File: src/rtl/sd_cmd_responder_if.sv
// CMD-line and card-core handshake signals of the SD card-side command responder.
// The slave modport is the responder; the master modport is the host line plus the card core.
interface sd_cmd_responder_if;
    logic        iCmd_in;
    logic        oCmd_out;
    logic        oCmd_oe;
    logic        oStrobe_out;
    logic        iAck_in;
    logic [5:0]  oCmd_index;
    logic [31:0] oCmd_argument;
    logic [37:0] iResponse;
    logic        oCrc_error;
    logic        oBusy;

    modport slave (
        input  iCmd_in, iAck_in, iResponse,
        output oCmd_out, oCmd_oe, oStrobe_out, oCmd_index, oCmd_argument, oCrc_error, oBusy
    );

    modport master (
        output iCmd_in, iAck_in, iResponse,
        input  oCmd_out, oCmd_oe, oStrobe_out, oCmd_index, oCmd_argument, oCrc_error, oBusy
    );
endinterface

File: src/rtl/sd_cmd_responder.sv
// SD card-side command responder: receives 48-bit host command frames, hands valid commands
// to the card core over strobe/ack, then serializes the core's response with CRC7.
module sd_cmd_responder #(
    parameter int unsigned NCR       = 2,
    parameter bit          CRC_CHECK = 1'b1
) (
    input  logic              iClock_host,
    input  logic              iReset,
    sd_cmd_responder_if.slave bus
);
    localparam int unsigned RX_W      = 47;
    localparam int unsigned TX_W      = 40;
    localparam int unsigned RESP_W    = 38;
    localparam int unsigned CRC_W     = 7;
    localparam int unsigned BIT_CNT_W = 6;
    localparam int unsigned NCR_CNT_W = 7;

    // Receive: bit_cnt k samples frame bit 46-k; CRC covers b46..b8.
    localparam logic [BIT_CNT_W-1:0] RX_CRC_LAST = BIT_CNT_W'(38);
    localparam logic [BIT_CNT_W-1:0] RX_LAST     = BIT_CNT_W'(46);
    // Transmit: bit_cnt k drives frame bit 47-k; k == 48 releases the line.
    localparam logic [BIT_CNT_W-1:0] TX_PAY_LAST = BIT_CNT_W'(39);
    localparam logic [BIT_CNT_W-1:0] TX_END      = BIT_CNT_W'(47);
    localparam logic [NCR_CNT_W-1:0] NCR_LAST    = NCR_CNT_W'(NCR - 1);

    typedef enum logic [2:0] {
        ST_IDLE,
        ST_RECV,
        ST_EVAL,
        ST_WAIT_ACK,
        ST_NCR,
        ST_SEND
    } state_e;

    // Serial CRC7 update, polynomial x^7 + x^3 + 1.
    function automatic logic [CRC_W-1:0] crc7_step(input logic [CRC_W-1:0] crc, input logic din);
        logic fb;
        fb = din ^ crc[CRC_W-1];
        return {crc[CRC_W-2:0], 1'b0} ^ (fb ? 7'h09 : 7'h00);
    endfunction

    state_e                 state_q,   state_d;
    logic [BIT_CNT_W-1:0]   bit_cnt_q, bit_cnt_d;
    logic [NCR_CNT_W-1:0]   ncr_cnt_q, ncr_cnt_d;
    logic [RX_W-1:0]        rx_q,      rx_d;
    logic [TX_W-1:0]        tx_q,      tx_d;
    logic [CRC_W-1:0]       crc_q,     crc_d;
    logic                   cmd_out_q, cmd_out_d;
    logic                   cmd_oe_q,  cmd_oe_d;
    logic                   strobe_q,  strobe_d;
    logic [5:0]             index_q,   index_d;
    logic [31:0]            arg_q,     arg_d;
    logic                   crc_err_q, crc_err_d;
    logic                   busy_q,    busy_d;
    logic                   rx_ok_c;

    // Frame is good when transmission and end bits are 1 and, if enabled, CRC matches.
    assign rx_ok_c = rx_q[46] & rx_q[0] & (!CRC_CHECK || (rx_q[7:1] == crc_q));

    always_ff @(posedge iClock_host or negedge iReset) begin
        if (!iReset) begin
            state_q   <= ST_IDLE;
            bit_cnt_q <= '0;
            ncr_cnt_q <= '0;
            rx_q      <= '0;
            tx_q      <= '0;
            crc_q     <= '0;
            cmd_out_q <= 1'b1;
            cmd_oe_q  <= 1'b0;
            strobe_q  <= 1'b0;
            index_q   <= '0;
            arg_q     <= '0;
            crc_err_q <= 1'b0;
            busy_q    <= 1'b0;
        end else begin
            state_q   <= state_d;
            bit_cnt_q <= bit_cnt_d;
            ncr_cnt_q <= ncr_cnt_d;
            rx_q      <= rx_d;
            tx_q      <= tx_d;
            crc_q     <= crc_d;
            cmd_out_q <= cmd_out_d;
            cmd_oe_q  <= cmd_oe_d;
            strobe_q  <= strobe_d;
            index_q   <= index_d;
            arg_q     <= arg_d;
            crc_err_q <= crc_err_d;
            busy_q    <= busy_d;
        end
    end

    always_comb begin
        state_d   = state_q;
        bit_cnt_d = bit_cnt_q + BIT_CNT_W'(1);
        ncr_cnt_d = ncr_cnt_q + NCR_CNT_W'(1);
        rx_d      = rx_q;
        tx_d      = tx_q;
        crc_d     = crc_q;
        cmd_out_d = 1'b1;
        cmd_oe_d  = 1'b0;
        strobe_d  = 1'b0;
        index_d   = index_q;
        arg_d     = arg_q;
        crc_err_d = 1'b0;

        unique case (state_q)
            ST_IDLE: begin
                bit_cnt_d = '0;
                // A zero start bit leaves a zero-initialised CRC unchanged.
                crc_d = '0;
                if (!bus.iCmd_in) begin
                    state_d = ST_RECV;
                end
            end
            ST_RECV: begin
                rx_d = {rx_q[RX_W-2:0], bus.iCmd_in};
                if (bit_cnt_q <= RX_CRC_LAST) begin
                    crc_d = crc7_step(crc_q, bus.iCmd_in);
                end
                if (bit_cnt_q == RX_LAST) begin
                    state_d = ST_EVAL;
                end
            end
            ST_EVAL: begin
                if (rx_ok_c) begin
                    strobe_d = 1'b1;
                    index_d  = rx_q[45:40];
                    arg_d    = rx_q[39:8];
                    state_d  = ST_WAIT_ACK;
                end else begin
                    crc_err_d = 1'b1;
                    state_d   = ST_IDLE;
                end
            end
            ST_WAIT_ACK: begin
                // Strobe stays up through the ack edge and drops one cycle later.
                strobe_d  = 1'b1;
                ncr_cnt_d = '0;
                if (bus.iAck_in) begin
                    tx_d    = {2'b00, RESP_W'(bus.iResponse)};
                    state_d = ST_NCR;
                end
            end
            ST_NCR: begin
                if (ncr_cnt_q == NCR_LAST) begin
                    bit_cnt_d = '0;
                    crc_d     = '0;
                    state_d   = ST_SEND;
                end
            end
            ST_SEND: begin
                if (bit_cnt_q <= TX_PAY_LAST) begin
                    cmd_oe_d  = 1'b1;
                    cmd_out_d = tx_q[TX_W-1];
                    tx_d      = {tx_q[TX_W-2:0], 1'b0};
                    crc_d     = crc7_step(crc_q, tx_q[TX_W-1]);
                end else if (bit_cnt_q < TX_END) begin
                    cmd_oe_d  = 1'b1;
                    cmd_out_d = crc_q[CRC_W-1];
                    crc_d     = {crc_q[CRC_W-2:0], 1'b0};
                end else if (bit_cnt_q == TX_END) begin
                    cmd_oe_d  = 1'b1;
                    cmd_out_d = 1'b1;
                end else begin
                    state_d = ST_IDLE;
                end
            end
            default: begin
                state_d = ST_IDLE;
            end
        endcase

        busy_d = (state_d != ST_IDLE);
    end

    assign bus.oCmd_out      = cmd_out_q;
    assign bus.oCmd_oe       = cmd_oe_q;
    assign bus.oStrobe_out   = strobe_q;
    assign bus.oCmd_index    = index_q;
    assign bus.oCmd_argument = arg_q;
    assign bus.oCrc_error    = crc_err_q;
    assign bus.oBusy         = busy_q;
endmodule

File: src/flat_wrapper.sv
// flat-port wrapper written by rule: the top's interface ports become plain ports
module sd_cmd_responder_flat 
#(
    parameter int unsigned NCR       = 2,
    parameter bit          CRC_CHECK = 1'b1
)
  (iClock_host, iReset, bus_iCmd_in, bus_iAck_in, bus_iResponse, bus_oCmd_out, bus_oCmd_oe, bus_oStrobe_out, bus_oCmd_index, bus_oCmd_argument, bus_oCrc_error, bus_oBusy);
  sd_cmd_responder_if bus_i ();
  input  logic iClock_host;
  input  logic iReset;
  input wire logic [$bits(bus_i.iCmd_in)-1:0] bus_iCmd_in;
  input wire logic [$bits(bus_i.iAck_in)-1:0] bus_iAck_in;
  input wire logic [$bits(bus_i.iResponse)-1:0] bus_iResponse;
  output wire logic [$bits(bus_i.oCmd_out)-1:0] bus_oCmd_out;
  output wire logic [$bits(bus_i.oCmd_oe)-1:0] bus_oCmd_oe;
  output wire logic [$bits(bus_i.oStrobe_out)-1:0] bus_oStrobe_out;
  output wire logic [$bits(bus_i.oCmd_index)-1:0] bus_oCmd_index;
  output wire logic [$bits(bus_i.oCmd_argument)-1:0] bus_oCmd_argument;
  output wire logic [$bits(bus_i.oCrc_error)-1:0] bus_oCrc_error;
  output wire logic [$bits(bus_i.oBusy)-1:0] bus_oBusy;
  assign bus_i.iCmd_in = bus_iCmd_in;
  assign bus_i.iAck_in = bus_iAck_in;
  assign bus_i.iResponse = bus_iResponse;
  assign bus_oCmd_out = bus_i.oCmd_out;
  assign bus_oCmd_oe = bus_i.oCmd_oe;
  assign bus_oStrobe_out = bus_i.oStrobe_out;
  assign bus_oCmd_index = bus_i.oCmd_index;
  assign bus_oCmd_argument = bus_i.oCmd_argument;
  assign bus_oCrc_error = bus_i.oCrc_error;
  assign bus_oBusy = bus_i.oBusy;
  sd_cmd_responder #(.NCR(NCR), .CRC_CHECK(CRC_CHECK)) u_core (.iClock_host(iClock_host), .iReset(iReset), .bus(bus_i));
endmodule
File: config.mk
export PLATFORM = sky130hd
export DESIGN_NAME = sd_cmd_responder_flat
export DESIGN_NICKNAME = d
export VERILOG_FILES = /design/src/rtl/sd_cmd_responder_if.sv /design/src/rtl/sd_cmd_responder.sv /design/src/flat_wrapper.sv
export SDC_FILE = /design/constraint.sdc
export NUM_CORES = 1
export LEC_CHECK = 0
export CAP_MARGIN = 30
export CORE_ASPECT_RATIO = 1.75
export CORE_MARGIN = 3
export CORE_UTILIZATION = 45
export DETAILED_ROUTE_END_ITERATION = 6
export HOLD_SLACK_MARGIN = 0.02
export PLACE_DENSITY = 0.72
export SKIP_LAST_GASP = 1
export SYNTH_ARGS = -nofsm -noshare
export SYNTH_HDL_FRONTEND = slang
export SYNTH_SLANG_ARGS = --single-unit
File: constraint.sdc
create_clock -name iClock_host -period 2.5 [get_ports iClock_host]
set_input_delay 0.25 -clock iClock_host [delete_from_list [all_inputs] [get_ports iClock_host]]
set_output_delay 0.25 -clock iClock_host [all_outputs]
set_load 0.02 [all_outputs]
# --- Yosys cells after proc, flatten, opt, wreduce, memory -nomap -nowiden ---
# Index checks and enable logic that the tools add are counted.
word_totals:
  reg_bits: 153
  output_inout_bits: 43
  word_cells: 78
classes:
  add_sub_neg: 2
  order_cmp: 3
  n_eq_ne: 14
  muxes: 33
  bitwise_logic: 6
  n_reduce_logical: 7
op_table:
  columns: ["op", "n"]
  rows:
  - ["$mux 40", 2]
  - ["$pmux 40 s2", 1]
  - ["$mux 7", 5]
  - ["$pmux 7 s4", 1]
  - ["$mux 3", 7]
  - ["$pmux 3 s6", 1]
  - ["$xor 7x7->7", 2]
  - ["$eq 6x6->1 const B", 2]
  - ["$le 6x6->1 const B", 2]
  - ["$pmux 6 s2", 1]
  - ["$mux 1", 10]
  - ["$mux 4", 2]
  - ["$add 7x1->7 const B", 1]
  - ["$eq 7x1->1 const B", 1]
  - ["$eq 7x7->1", 1]
  - ["$add 6x1->6 const B", 1]
  - ["$eq 3x2->1 const B", 2]
  - ["$eq 3x3->1 const B", 2]
  - ["$lt 6x6->1 const B", 1]
  - ["$mux 6", 1]
  - ["$ne 2x1->1 const B", 3]
  - ["$reduce_and 4->1", 1]
  - ["$reduce_bool 4->1", 1]
  - ["$eq 3x1->1 const B", 1]
  - ["11 further kinds", 13]

# --- Depth between registers and ports, before layout ---
# Gate-level depths: netlist of run 1.
depth:
  word_depth: 6
  ltp_mapped: 8
  depth_no_buf: 6

# --- Worst setup path before layout of run 1 ---
# Ideal clock, no wire load.
synth_path:
  path_kind: "reg2reg"
  start: "reg u_core.crc_q[6]"
  end: "reg u_core.arg_q[0], in the netlist u_core.bus.oCmd_argument[0]"
  setup_time_ns: 0.125
  t_arrival_ns: 2.128
  required_time_ns: 2.375
  path_slack_ns: 0.247
  stages_incl_launch_ff: 8
  n_path_buf: 3
  synth_period_minus_slack_ns: 2.253
  cell_sequence: "dfrtp_1 buf_6 xor2_1 or4_1 or4_1 buf_6 buf_12 mux2_4"
synth_between:
  elab_chain_len: 3
synth_rtl:
  columns: ["item", "line_no", "source"]
  rows:
  - ["start, declared", "sd_cmd_responder.sv:47", "logic [CRC_W-1:0] crc_q, crc_d;"]
  - ["start signal, assigned", "sd_cmd_responder.sv:81", "crc_q <= crc_d;"]
  - ["$eq 7x7->1", "sd_cmd_responder.sv:58", "assign rx_ok_c = rx_q[46] & rx_q[0] & (!CRC_CHECK || (rx_q[7:1] == crc_q));"]
  - ["$and 1x1->1", "sd_cmd_responder.sv:58", null]
  - ["$reduce_and 2->1 (no line)", null, null]
  - ["end signal, assigned", "sd_cmd_responder.sv:86", "arg_q <= arg_d;"]
  - ["end, declared", "sd_cmd_responder.sv:52", "logic [31:0] arg_q, arg_d;"]
# Every way passes these cells.
# A chain may end at the register's enable or synchronous reset.

# --- Final worst setup path of run 1 ---
layout_path:
  start: "reg u_core.crc_q[0]"
  end: "reg u_core.arg_q[2], in the netlist u_core.bus.oCmd_argument[2]"
# Same word-level chain as after synthesis.

==> results.cfg, run 1 <==
[synthesis]
ys_types = 46
syn_inst = 512
synth_warnings = 0
synthArstFlopShare_pct = 100
synth_ff_type = dfrtp_1
ys_ff_latch = 153
synth_area_um2 = 6660
ys_seq_area_share_pct = 57.5
syn_nets = 558
syn_area_per_cell_um2 = 13.0
synth_edf_count = 0

[placement]
place_inst = 756
hpwl_um = 8220
place_area_um2 = 7690
place_congestion = 0.762
portBuffers = 84

[cts]
htree_levels = 4
cts_tree = built
cts_inserted_buffers = 17
clk_latency_ps = 410
clk_pin_slew_worst_paths_ps = 60
cts.sinks = 153
clk_path_buf_depth = 2
clockRootBuffer = clkbuf_16
post_cts_buffers = 0

[drt]
vias_per_cell = 5.13
routed_wirelength_um = 11800
top_layer_used = met4
wirelength_met1_um = 4820
wl_per_cell_um = 14.9
met3_length_um = 482
postRouteAntennaNets = 0
vias = 4047
first_pass_iters = 5
drt_iter0_markers = 139
route.met2.wl_um = 6310
drcViolationCount = 0

[timing]
period_needed_ps = 2380
whs_ps = 380
max_freq_mhz = 421
hold_violations = 0
relSlewSlack_pct = 50.5
fin_crit_sh_pct = 95.1
rsz0062_at_grt = no
setup_viol = 0
finClkSkew_ps = 9.94
slew_viol_final = 0
tightest_slew_ps = 735
final.setup.tns_ps = 0

[floorplanning]
rows = 58
die_h_um = 167
dieWidth_um = 98.0
ios = 85
core_area_um2 = 14400
dieArea_um2 = 16400
start_util_pct = 46.1

[worst_setup_path]
endpoint_kind = flop
critPathMaxFanout = 41
reg2regPathDepth = 5
worst-setup-path-type = reg -> reg
startpoint_type = flop
arrival_ps = 2670
cp.required_ps = 2790

[cells_and_area]
final_nets = 642
drive_gt1_share_pct = 22.3
synthToLayoutAreaGrowth_pct = 24.7
final_cell_area_um2 = 8310
final_common_cell = dfrtp_1
most-common-layout-cells = 152 x dfrtp_1, 83 x clkdlybuf4s50_1, 56 x nand2_1
finalNonFillerCells = 789
n_antenna_cell = 0

[pwr]
p_total_w = 0.00963
power.density_nw_per_um2 = 1160
peakVddDrop_mv = 0.689
leakagePower_nw = 3.85

[min_path]
hold_path.class = in -> async

[grt]
grt_pass1_wl_um = 20500
antenna_found_initial = 0
grtUsageTotal_pct = 15.3
grt_max_degree = 63
grt-ovfl-total = 0
grt_pass1_vias = 4315

[flow_run]
maxCapViolCount = 0

[run_status]
status = complete, no violations
## through the flow
| step | utilization [%] | setup WS (ps) |
|---|---|---|
| after global routing | 57.5 | 50.6 |
| after floorplan | - | 247 |
| after detailed placement | 53.2 | 113 |
| after global placement | 53.2 | 151 |
| final | 57.5 | 123 |
| after CTS | 57.5 | 113 |
## Yosys cell counts, drive strengths merged, types with 4 or more instances
cell type / count / share of area (%)
dfrtp: 152 / 57
mux2: 87 / 17
nand2: 56 / 3.2
mux2i: 42 / 6.3
o21ai: 40 / 3.0
clkbuf: 21 / 1.2
nor2: 19 / 1.1
buf: 10 / 1.7
inv: 10 / 0.56
nand3: 10 / 0.75
xor2: 10 / 1.3
xnor2: 8 / 1.1
nor3: 5 / 0.38
ha: 4 / 0.75
nand4: 4 / 0.38
## registers in the layout, summed over array words and instances (netlist names)
signal and cells:
u_core.bus.oCmd_argument 32, u_core.rx_q 47, u_core.bus.oBusy 1, u_core.state_q 3, u_core.bit_cnt_q 6, u_core.bus.oCmd_out 1
u_core.bus.oCrc_error 1, u_core.crc_q 7, u_core.bus.oStrobe_out 1, u_core.bus.oCmd_oe 1, u_core.ncr_cnt_q 7, u_core.bus.oCmd_index 6
u_core.tx_q 40
## where the power goes
group          internal [W]  total (W)  switching (W)
Clock               0.00161    0.00262        0.00101
Combinational       0.00159    0.00304        0.00145
Sequential          0.00334    0.00397       0.000635
Total               0.00654    0.00963        0.00309
## final timing paths
check / from / endpoint / slack, ps
setup / recovery: u_core.crc_q[0] / u_core.bus.oCmd_argument[2] / 120
hold / removal: iReset / u_core.tx_q[35] / 380
setup reg to reg: u_core.crc_q[0] / u_core.bus.oCmd_argument[2] / 120
hold reg to reg: u_core.tx_q[37] / u_core.tx_q[37] / 480
max in group asynchronous: iReset / u_core.tx_q[12] / 1390
min in group iClock_host: bus_iResponse[4] / u_core.tx_q[4] / 460
## worst max-delay path: stages (launching register included)
cell	delay [ps]
dfrtp_1	400
xor2_1	160
or4_1	530
or4_2	590
buf_12	240
mux2_4	330
## area by class of cell
type,instances,area (um^2)
Clock inverter,12,163
Inverter,10,37.5
Fill cell,1193,6140
Timing Repair Buffer,96,985
Tap cell,180,225
Clock buffer,20,447
Sequential cell,153,3830
Multi-Input combinational cell,318,2620
## metal layers
metal  global-route usage [%]  vias to the layer above
li1                         -                     1942
met1                     17.7                     2001
met2                     26.7                       90
met3                     4.15                       14
met4                     5.73                        0
met5                        0                        -
## timing repair
item                                   4_1_cts  5_1_grt
endpoints found under the hold margin       55        0
hold buffers                                 1        0
resized for setup                            0        0
## cell families after synthesis
logic type | Yosys count | share of synthesized area, %
multiplexers | 129 | 23.1
adder cells (fa/ha/maj) | 4 | 0.751
AND/OR/NAND/NOR | 109 | 7.44
XOR/XNOR | 19 | 2.72
flip-flops | 153 | 57.5
buffers and inverters | 41 | 3.46
AO/OA/AOI/OAI | 57 | 5.02
No activity file was read; power rests on OpenSTA's default activity.
==> inputs of run 2 (changes only) <==
CELL_PAD_IN_SITES_DETAIL_PLACEMENT = 0   (was default)
CELL_PAD_IN_SITES_GLOBAL_PLACEMENT = 2   (was default)
CORE_ASPECT_RATIO = 2   (was 1.75)
CORE_UTILIZATION = 38   (was 45)
GPL_ROUTABILITY_DRIVEN = 0   (was default)
PLACE_DENSITY = 0.84   (was 0.72)
==> run 2 against run 1 <==
  * Count of clock-buffer cells in the layout is 1 higher
  * First-iteration DRC count is 2.2% lower
  * Non-clock buffer count is 3 higher
  * Power is 1.1% lower
  * Global-route usage is 1.2 points lower
  * Clock skew is 3.3 ps lower
  * Cell count is 3.7% higher
  * Worst hold slack worse by 39 ps
  * Setup slack worse by 18 ps
  * Via count is 0.47% higher
==> results.cfg, run 2 (same netlist as run 1, synthesis figures left out) <==
[worst_setup_path]
arrival_ps = 2690
critPathSlowestCell = or4_2
worst-setup-path-type = reg -> reg
crit_family = simple AND/OR/NAND/NOR gates
critPathMaxFanout = 38
crit_buf_inv = 1
cp_cell_sequence = xor2_1 > or4_1 > or4_2 > buf_12 > mux2_4
startpoint_type = flop
endpoint_kind = flop
cp_slowest_stage_delay_ps = 610
cp.required_ps = 2790

[timing]
whs_ps = 341
max_freq_mhz = 418
relSlewSlack_pct = 68.4
slew_viol_final = 0
period_needed_ps = 2390
hold_violations = 0
rsz0062_at_grt = no
setup_viol = 0
tightest_slew_ps = 471
final.setup.tns_ps = 0
fin_crit_sh_pct = 95.8
finClkSkew_ps = 6.65

[floorplanning]
dieWidth_um = 99.6
ios = 85
core_area_um2 = 17000
start_util_pct = 39.1
rows = 67
die_h_um = 193
dieArea_um2 = 19200

[cells_and_area]
largest_register_ffs = 47
drive_gt1_share_pct = 22.6
final_cell_area_um2 = 8330
n_antenna_cell = 0
final_common_cell = dfrtp_1
regMostFlops = u_core.rx_q
finalNonFillerCells = 818
synthToLayoutAreaGrowth_pct = 25.1
post-route-util_pct = 49.0
fillers = 1518
most-common-layout-cells = 152 x dfrtp_1, 83 x clkdlybuf4s50_1, 56 x nand2_1
final_nets = 645

[drt]
wirelength_met1_um = 4990
wl_per_cell_um = 15.4
vias_per_cell = 4.97
postRouteAntennaNets = 0
vias = 4066
routed_wirelength_um = 12600
first_pass_iters = 4
top_layer_used = met4
route.met2.wl_um = 7050
met3_length_um = 375
drt_iter0_markers = 136
drcViolationCount = 0

[cts]
clockRootBuffer = clkbuf_16
clk_pin_slew_worst_paths_ps = 60
clk_latency_ps = 410
cts.sinks = 153
cts_tree = built
cts.repair.resized = 0
cts_inserted_buffers = 17
clk_path_buf_depth = 2
htree_levels = 4

[pwr]
leakagePower_nw = 3.85
peakVddDrop_mv = 0.635
power.density_nw_per_um2 = 1140

[grt]
antenna_found_initial = 0
grt_pass1_wl_um = 21500
grtUsageTotal_pct = 14.1
grt-ovfl-total = 0
grt_max_degree = 70
grt_pass1_vias = 4283

[placement]
place_area_um2 = 7740
portBuffers = 84
hpwl_um = 8680
place_inst = 786

[min_path]
hold_path.class = in -> async

[flow_run]
maxCapViolCount = 0

[run_status]
status = complete, no violations
[run 2: cell count changes in the layout (fill, tap and decap cells not counted), sizes merged]
cell    before  now
inv         15   11
buf         12   15
clkinv       2    5
bufinv       3    2
clkbuf      20   21
[run 2: path summary, 6_finish.rpt]
check                             startpoint                           to  slack [ps]  cells past startpoint
setup / recovery             u_core.crc_q[0]  u_core.bus.oCmd_argument[7]         110                      5
hold / removal                        iReset  u_core.bus.oCmd_argument[5]         340                      2
setup reg to reg             u_core.crc_q[0]  u_core.bus.oCmd_argument[7]         110                      5
hold reg to reg              u_core.tx_q[38]              u_core.tx_q[38]         480                      2
max in group asynchronous             iReset              u_core.tx_q[14]        1360                      3
min in group iClock_host   bus_iResponse[32]              u_core.tx_q[32]         470                      3
[run 2: final cells by class]
class / instances / area [um^2] / area share (%)
flip-flops and latches: 153 / 3830 / 46.0
multi-input cells: 318 / 2620 / 31.4
repair buffers: 99 / 1010 / 12.1
clock buffers: 21 / 460 / 5.53
well taps: 207 / 259 / 3.11
clock inverters: 10 / 120 / 1.44
inverters: 10 / 37.5 / 0.450
[run 2: through the flow]
step | total power, W | setup slack (ps)
3_5_place_dp | 0.00712 | 108
5_1_grt | 0.0102 | 25.1
2_1_floorplan | 0.00616 | 247
4_1_cts | 0.00969 | 96.9
6_report | 0.00952 | 105
3_3_place_gp | 0.00698 | 134
[run 2: power breakdown]
group	total [W]	internal (W)	switching, W
Combinational	0.00304	0.00160	0.00144
Clock	0.00250	0.00152	0.000983
Sequential	0.00398	0.00334	0.000643
[run 2: metal layers]
metal | GRT usage (%) | vias to the layer above
met3 | 3.50 | 8
met2 | 25.3 | 68
met1 | 16.0 | 2040
li1 | - | 1950
met4 | 4.86 | 0
met5 | 0 | -
[run 2: what timing repair did]
action / in CTS / in global routing
setup buffers: 0 / 0
hold buffers: 1 / 0
hold endpoints to repair: 43 / 0
